`src/rtl/seq_divider.sv`:
```
// Multi-cycle restoring divider: one quotient bit per clock, MSB first, with
// valid/ready handshakes, optional two's-complement operands and divide-by-zero flag.
module seq_divider #(
  parameter int WIDTH = 8
) (
  input  logic                 clk,
  input  logic                 rst,
  input  logic                 in_valid,
  output logic                 in_ready,
  input  logic [WIDTH-1:0]     dividend,
  input  logic [WIDTH-1:0]     divisor,
  input  logic                 signed_mode,
  output logic                 out_valid,
  input  logic                 out_ready,
  output logic [2*WIDTH-1:0]   result,
  output logic                 div_by_zero
);

  localparam int CW = $clog2(WIDTH);

  typedef enum logic [1:0] {IDLE, CALC, DONE} state_t;

  state_t               state_reg, state_next;
  logic [WIDTH-1:0]     dq_reg;      // dividend magnitude shifting out, quotient shifting in
  logic [WIDTH-1:0]     dsr_reg;
  logic [WIDTH-1:0]     rem_reg;
  logic [CW-1:0]        cnt_reg;
  logic                 neg_q_reg;
  logic                 neg_r_reg;
  logic [2*WIDTH-1:0]   result_reg;
  logic                 dbz_reg;

  logic                 dvd_neg, dsr_neg, divisor_zero, last_step, step_ge;
  logic [WIDTH-1:0]     dvd_mag, dsr_mag, rem_new, q_new, q_fix, r_fix;
  logic [WIDTH:0]       rem_shift, rem_diff;

  assign dvd_neg      = signed_mode & dividend[WIDTH-1];
  assign dsr_neg      = signed_mode & divisor[WIDTH-1];
  assign dvd_mag      = dvd_neg ? -dividend : dividend;
  assign dsr_mag      = dsr_neg ? -divisor : divisor;
  assign divisor_zero = (divisor == '0);
  assign last_step    = (cnt_reg == '0);

  // The partial remainder before the shift is always below the divisor, so the
  // WIDTH+1 bit difference never wraps and its top bit is a clean borrow.
  assign rem_shift = {rem_reg, dq_reg[WIDTH-1]};
  assign rem_diff  = rem_shift - {1'b0, dsr_reg};
  assign step_ge   = ~rem_diff[WIDTH];
  assign rem_new   = step_ge ? rem_diff[WIDTH-1:0] : rem_shift[WIDTH-1:0];
  assign q_new     = {dq_reg[WIDTH-2:0], step_ge};
  assign q_fix     = neg_q_reg ? -q_new : q_new;
  assign r_fix     = neg_r_reg ? -rem_new : rem_new;

  always_ff @(posedge clk) begin
    if (rst) state_reg <= IDLE;
    else     state_reg <= state_next;
  end

  always_comb begin
    state_next = state_reg;
    case (state_reg)
      IDLE:    if (in_valid) state_next = divisor_zero ? DONE : CALC;
      CALC:    if (last_step) state_next = DONE;
      DONE:    if (out_ready) state_next = IDLE;
      default: state_next = IDLE;
    endcase
  end

  always_ff @(posedge clk) begin
    if (rst) begin
      dq_reg     <= '0;
      dsr_reg    <= '0;
      rem_reg    <= '0;
      cnt_reg    <= '0;
      neg_q_reg  <= 1'b0;
      neg_r_reg  <= 1'b0;
      result_reg <= '0;
      dbz_reg    <= 1'b0;
    end else begin
      case (state_reg)
        IDLE: begin
          if (in_valid) begin
            dq_reg    <= dvd_mag;
            dsr_reg   <= dsr_mag;
            rem_reg   <= '0;
            cnt_reg   <= CW'(WIDTH - 1);
            neg_q_reg <= dvd_neg ^ dsr_neg;
            neg_r_reg <= dvd_neg;
            dbz_reg   <= divisor_zero;
            if (divisor_zero) result_reg <= {{WIDTH{1'b1}}, dividend};
          end
        end
        CALC: begin
          rem_reg <= rem_new;
          dq_reg  <= q_new;
          cnt_reg <= cnt_reg - CW'(1);
          if (last_step) result_reg <= {q_fix, r_fix};
        end
        default: ;
      endcase
    end
  end

  assign in_ready    = (state_reg == IDLE);
  assign out_valid   = (state_reg == DONE);
  assign result      = result_reg;
  assign div_by_zero = dbz_reg;

endmodule

```
`config.mk`:
```
export PLATFORM = sky130hd
export DESIGN_NAME = seq_divider
export DESIGN_NICKNAME = d
export VERILOG_FILES = /design/src/rtl/seq_divider.sv
export SDC_FILE = /design/constraint.sdc
export NUM_CORES = 1
export LEC_CHECK = 0
export CORE_AREA = 2 2 75 77
export DETAILED_ROUTE_END_ITERATION = 12
export DIE_AREA = 0 0 77 79
export PLACE_DENSITY_LB_ADDON = 0.05
export REMOVE_ABC_BUFFERS = 1
export SYNTH_ARGS = -nofsm -noshare
export SYNTH_HDL_FRONTEND = slang
export SYNTH_SLANG_ARGS = --single-unit
```
`constraint.sdc`:
```
create_clock -name clk -period 7.6 [get_ports clk]
set_input_delay 1.52 -clock clk [delete_from_list [all_inputs] [get_ports clk]]
set_output_delay 1.52 -clock clk [all_outputs]
set_load 0.01 [all_outputs]
```
# --- After elaboration in Yosys (flattened, before gate mapping) ---
# Cells that the tools add are included.
word_totals:
  register_bits: 48
  out_inout_bits: 19
  word_cells: 53
op_classes:
  add_sub_neg: 6
  eq_ne: 6
  muxes: 20
  bitwise_logic: 4
  n_reduce_logical: 8
ops:
  columns: ["op", "n"]
  rows:
  - ["two-way mux 8 bit", 7]
  - ["two-way mux 16 bit", 3]
  - ["negator 8 bit", 4]
  - ["case mux 16 bit (2 select lines)", 1]
  - ["case mux 8 bit (2 select lines)", 2]
  - ["subtractor 9 x 8 -> 9 bit", 1]
  - ["logical NOT 8 bit", 1]
  - ["two-way mux 2 bit", 4]
  - ["case mux 2 bit (3 select lines)", 1]
  - ["case mux 3 bit (2 select lines)", 1]
  - ["!= test 2 x 1 -> 1 bit (second input constant)", 2]
  - ["!= test 2 bit (second input constant)", 2]
  - ["AND reduction 2 bit", 2]
  - ["AND reduction 4 bit", 1]
  - ["logical NOT 3 bit", 1]
  - ["two-way mux 3 bit", 1]
  - ["AND reduction 3 bit", 1]
  - ["subtractor 3 x 1 -> 3 bit (second input constant)", 1]
  - ["bitwise AND 1 bit", 2]
  - ["equality test 2 x 1 -> 1 bit (second input constant)", 1]
  - ["equality test 2 bit (second input constant)", 1]
  - ["logical NOT 2 bit", 1]
  - ["nonzero test 2 bit", 1]
  - ["inverter 1 bit", 1]
  - ["XOR 1 bit", 1]

# --- Depth between registers and ports, before layout ---
depth:
  word_depth: 6
  ltp_mapped: 18
  mapped_depth_nobuf: 17

# --- Worst setup path before layout ---
# OpenSTA, ideal clock, no wires.
synth_timing:
  kind: "input-to-reg"
  from: "in divisor[0]"
  to: "reg result_reg[0] (netlist: result[0])"
  arrival_ns: 3.249
  setup_slack_ns: 4.260
  stages: 9
  path_buffers: 1
  path_cell_list: "inv_1 -> ha_1 -> or3b_1 -> nor4b_2 -> nand3b_1 -> a21oi_2 -> buf_2 -> nor2_1 -> a311oi_1"
synth_between:
  elab_chain_len: 3
synth_lines:
  columns: ["item", "line_no", "text"]
  rows:
  - ["from (decl)", "11", "input logic [WIDTH-1:0] divisor,"]
  - ["logical NOT 8 bit", "41", "assign divisor_zero = (divisor == '0);"]
  - ["!= test 2 x 1 -> 1 bit (no source line)", null, null]
  - ["AND reduction 4 bit (no source line)", null, null]
  - ["to (signal assigned)", "90", "if (divisor_zero) result_reg <= {{WIDTH{1'b1}}, dividend};"]
  - ["to (signal assigned)", "97", "if (last_step) result_reg <= {q_fix, r_fix};"]
  - ["to (decl)", "30", "logic [2*WIDTH-1:0] result_reg;"]
# Every way passes these cells.
# A chain may end at the register's enable or synchronous reset.

# --- Worst setup path in the final report ---
layout_timing:
  from: "in divisor[0]"
  to: "reg result_reg[5] (netlist: result[5])"
# Same word-level chain as after synthesis.

==> summary.txt <==
FINISH
----------------------------------------------------------------------------------
Number of antenna cells inserted ....................................            0
Cell Count, Final, Fillers Out ......................................          502
Non-Filler Cell Area, Final .........................................    3600 um^2
Area added between synthesis and finish .............................        16.0%
Flip-flop count of the largest register, all copies and words added .           16
Nets ................................................................          465
Fraction of final layout cells with drive strength greater than 1 ...       0.0605

POWER
----------------------------------------------------------------------------------
Power density over the cells ........................................  215 nW/um^2
Sequential Power Share ..............................................        0.383
IR Drop Worst-Case VDD ..............................................     0.112 mV
Share of power burned in the clock network ..........................        0.212
Net switching component of the power ................................     0.291 mW
Fraction of power spent switching nets ..............................        0.376
Leakage .............................................................      1.30 nW
Internal power consumption ..........................................     0.482 mW
Part of the total power dissipated in combinational logic ...........        0.406

DRT
----------------------------------------------------------------------------------
Initial drt markers .................................................          191
Met2 Wirelength .....................................................      3.49 mm
Initial DRT Pass Iterations .........................................            4
Total via count after detailed routing ..............................         2911
Highest metal layer with signal wires ...............................         met4
Detail-routed via count per cell ....................................         5.80
Met3 routed WL ......................................................       445 um
Total Routed Length .................................................      7.41 mm
Wire per inst .......................................................      14.8 um
Post-detailed-route DRC marker count ................................            0
Routed metal-1 wire length ..........................................      3.40 mm
Antenna Nets Post-Route .............................................            0

GRT
----------------------------------------------------------------------------------
First-pass GRT wire length ..........................................      12.6 mm
Number of global-route vias before repair ...........................         2704
Number of antenna violations at the first check in global routing ...            0
Total grt overflow ..................................................            0
Largest net degree at the start of global routing ...................           50
Global-route usage over all layers ..................................        0.253

SYNTHESIS
----------------------------------------------------------------------------------
Most common cell in the netlist ..................................... sky130_fd_sc_hd__dfxtp_1
Sequential fraction of the synthesis area ...........................        0.310
Synthesis Warnings ..................................................            0
Complex-gate fraction of the synthesized area .......................        0.233
Leading post-synthesis cells by cell area ........................... sky130_fd_sc_hd__dfxtp_1 31%, sky130_fd_sc_hd__ha_1 5.6%, sky130_fd_sc_hd__nor2_1 5.3%
Post-synth EDFFs ....................................................            0
Post-Synth XOR/XNOR Area ............................................       0.0705
Post-synthesis cell area ............................................    3100 um^2
Synth cell count leaders ............................................ 48 x sky130_fd_sc_hd__dfxtp_1, 44 x sky130_fd_sc_hd__nor2_1, 38 x sky130_fd_sc_hd__nand2_1
Fraction of the mapped netlist area in adder cells ..................       0.0629
Dominant register cell in the synthesized netlist ................... sky130_fd_sc_hd__dfxtp_1
Flop and latch count out of synthesis ...............................           48
Cell type with the largest total area after synthesis ............... sky130_fd_sc_hd__dfxtp_1
Post-synthesis cell type count ......................................           59
Multiplexer fraction of the synthesized cell area ...................       0.0302
Simple-gate portion of the synthesized area .........................        0.230
Largest family of logic cells by synthesized area ................... compound AO/OA/AOI/OAI gates
Fraction of synthesized cell area taken by the top area cell type ...        0.310
Average size of a mapped cell .......................................    7.70 um^2
Async set or reset register ratio after synthesis ...................            0
Gate count after technology mapping .................................          403

CTS
----------------------------------------------------------------------------------
Number of setup buffers added after CTS .............................            0
CTS root buffer ..................................................... sky130_fd_sc_hd__clkbuf_8
Insertion delay to the later sink of the worst-skew pair ............      0.30 ns
Number of buffers added by the clock tree synthesis step ............            5
TritonCTS clock tree ................................................        built
Num Clock Sinks .....................................................           48
Clock-pin slew on the worst setup and hold paths ....................      0.09 ns
Deepest level of the CTS H-tree .....................................            2
Number of hold buffers added after cts ..............................            0
Clock Path Buffers ..................................................            2
Cts repair resizes ..................................................            0

SETUP PATH
----------------------------------------------------------------------------------
Endpoint arrival time on the critical path ..........................      4.40 ns
Crit path launch type ...............................................    input pin
CP max FO ...........................................................           27
Type of destination of the critical path ............................         flop
Data required time at the worst endpoint ............................      7.81 ns
Worst Setup Path Type ...............................................       in2reg

PLACEMENT
----------------------------------------------------------------------------------
Cell count after placement ..........................................          494
Port buffer count ...................................................           39
Post-detailed-placement cell area ...................................    3500 um^2
Final weighted congestion in routability-driven placement ...........        0.850
Final HPWL from detailed placement ..................................      5.40 mm

STA
----------------------------------------------------------------------------------
Max Transition Viols Final ..........................................            0
Transition at the pin with the smallest max-transition slack ........      1.05 ns
Final setup viols ...................................................            0
Tightest slew margin relative to the limit ..........................        0.299
Peak clock frequency supported by timing ............................      239 MHz
RSZ-0062 raised after global routing ................................           no
Part of the cycle the worst path needs ..............................        0.552
Setup TNS ...........................................................         0 ns
Post-Route Skew .....................................................   0.00678 ns
Number of hold violations in the final report .......................            0
Final critical path time including I/O delays and setup .............      4.19 ns

FLOORPLANNING
----------------------------------------------------------------------------------
Area of the core ....................................................    5340 um^2
Std-Cell Rows .......................................................           27
Initial Util ........................................................        0.582
Floorplan die area ..................................................    6080 um^2
Horizontal die dimension ............................................        77 um
Number of top-level pins ............................................           40
Vertical die dimension ..............................................        79 um

JOB
----------------------------------------------------------------------------------
Maxcap violations ...................................................            0

OUTCOME
----------------------------------------------------------------------------------
Result of the run ................................................... finished clean

HOLD PATH
----------------------------------------------------------------------------------
Hold Crit Class .....................................................      reg2reg

[cell type report]
type,instances,area (um^2)
Fill cell,511,1740
Clock inverter,2,13.8
Inverter,26,97.6
Sequential cell,48,961
Timing Repair Buffer,41,405
Multi-Input combinational cell,307,1950
Clock buffer,6,82.6
Tap cell,72,90.1
[critical path: stages]
cell and delay, ns:
sky130_fd_sc_hd__clkdlybuf4s50_1 0.45, sky130_fd_sc_hd__inv_1 0.09, sky130_fd_sc_hd__ha_1 0.16, sky130_fd_sc_hd__or3b_1 0.40
sky130_fd_sc_hd__nor4b_2 0.31, sky130_fd_sc_hd__nand3b_1 0.14, sky130_fd_sc_hd__a21oi_2 0.80, sky130_fd_sc_hd__o21ai_0 0.21
sky130_fd_sc_hd__a221oi_1 0.30
[cells by family after synthesis]
logic type | count (synthesis)
simple gates | 148
fa+ha+maj | 15
flops | 48
compound gates | 110
buf+inv | 48
mux | 9
xor+xnor | 25
[power groups by stage]
stage | registers, mW | clock network, mW | logic [mW]
global route | 0.300 | 0.176 | 0.349
global placement | 0.301 | 0 | 0.307
finish | 0.296 | 0.164 | 0.314
CTS | 0.296 | 0.168 | 0.313
detailed placement | 0.302 | 0 | 0.310
floorplan | 0.300 | 0 | 0.218
[final timing paths]
check,slack (ns),depth (start not counted),endpoint,start
min reg2reg,0.46,2,dsr_reg[7],dsr_reg[7]
max reg2reg,3.56,15,result[6],dq_reg[7]
max,3.41,9,result[5],divisor[0]
min,0.46,2,dsr_reg[7],dsr_reg[7]
[placed cells by master (no fill, tap or decap), drive strengths merged, types with 3 or more instances in the layout]
cell / count
inv: 27
nor2b: 4
nand2: 38
a21oi: 32
a211oi: 14
xor2: 12
dfxtp: 48
ha: 14
or3: 8
nand3: 22
xnor2: 13
o211ai: 6
o21a: 3
nor2: 45
nor3: 9
nand3b: 4
nor4: 4
clkbuf: 6
clkdlybuf4s50: 39
o21ai: 23
o31ai: 4
a311oi: 8
mux2: 3
mux2i: 6
[routing by layer]
metal	vias up	GRT usage
li1	1485	-
met1	1323	0.344
met2	97	0.422
met3	6	0.0307
met4	0	0.0821
met5	-	0
[stage by stage]
step	total power, mW	hold WS [ns]	setup slack [ns]	utilization
6_report	0.774	0.459	3.41	0.674
4_1_cts	0.777	0.462	3.40	0.674
3_3_place_gp	0.607	0.448	3.18	0.656
2_1_floorplan	0.518	0.430	3.93	-
5_1_grt	0.824	0.474	3.05	0.674
3_5_place_dp	0.612	0.449	3.06	0.656
(Power assumes the default switching activity.)
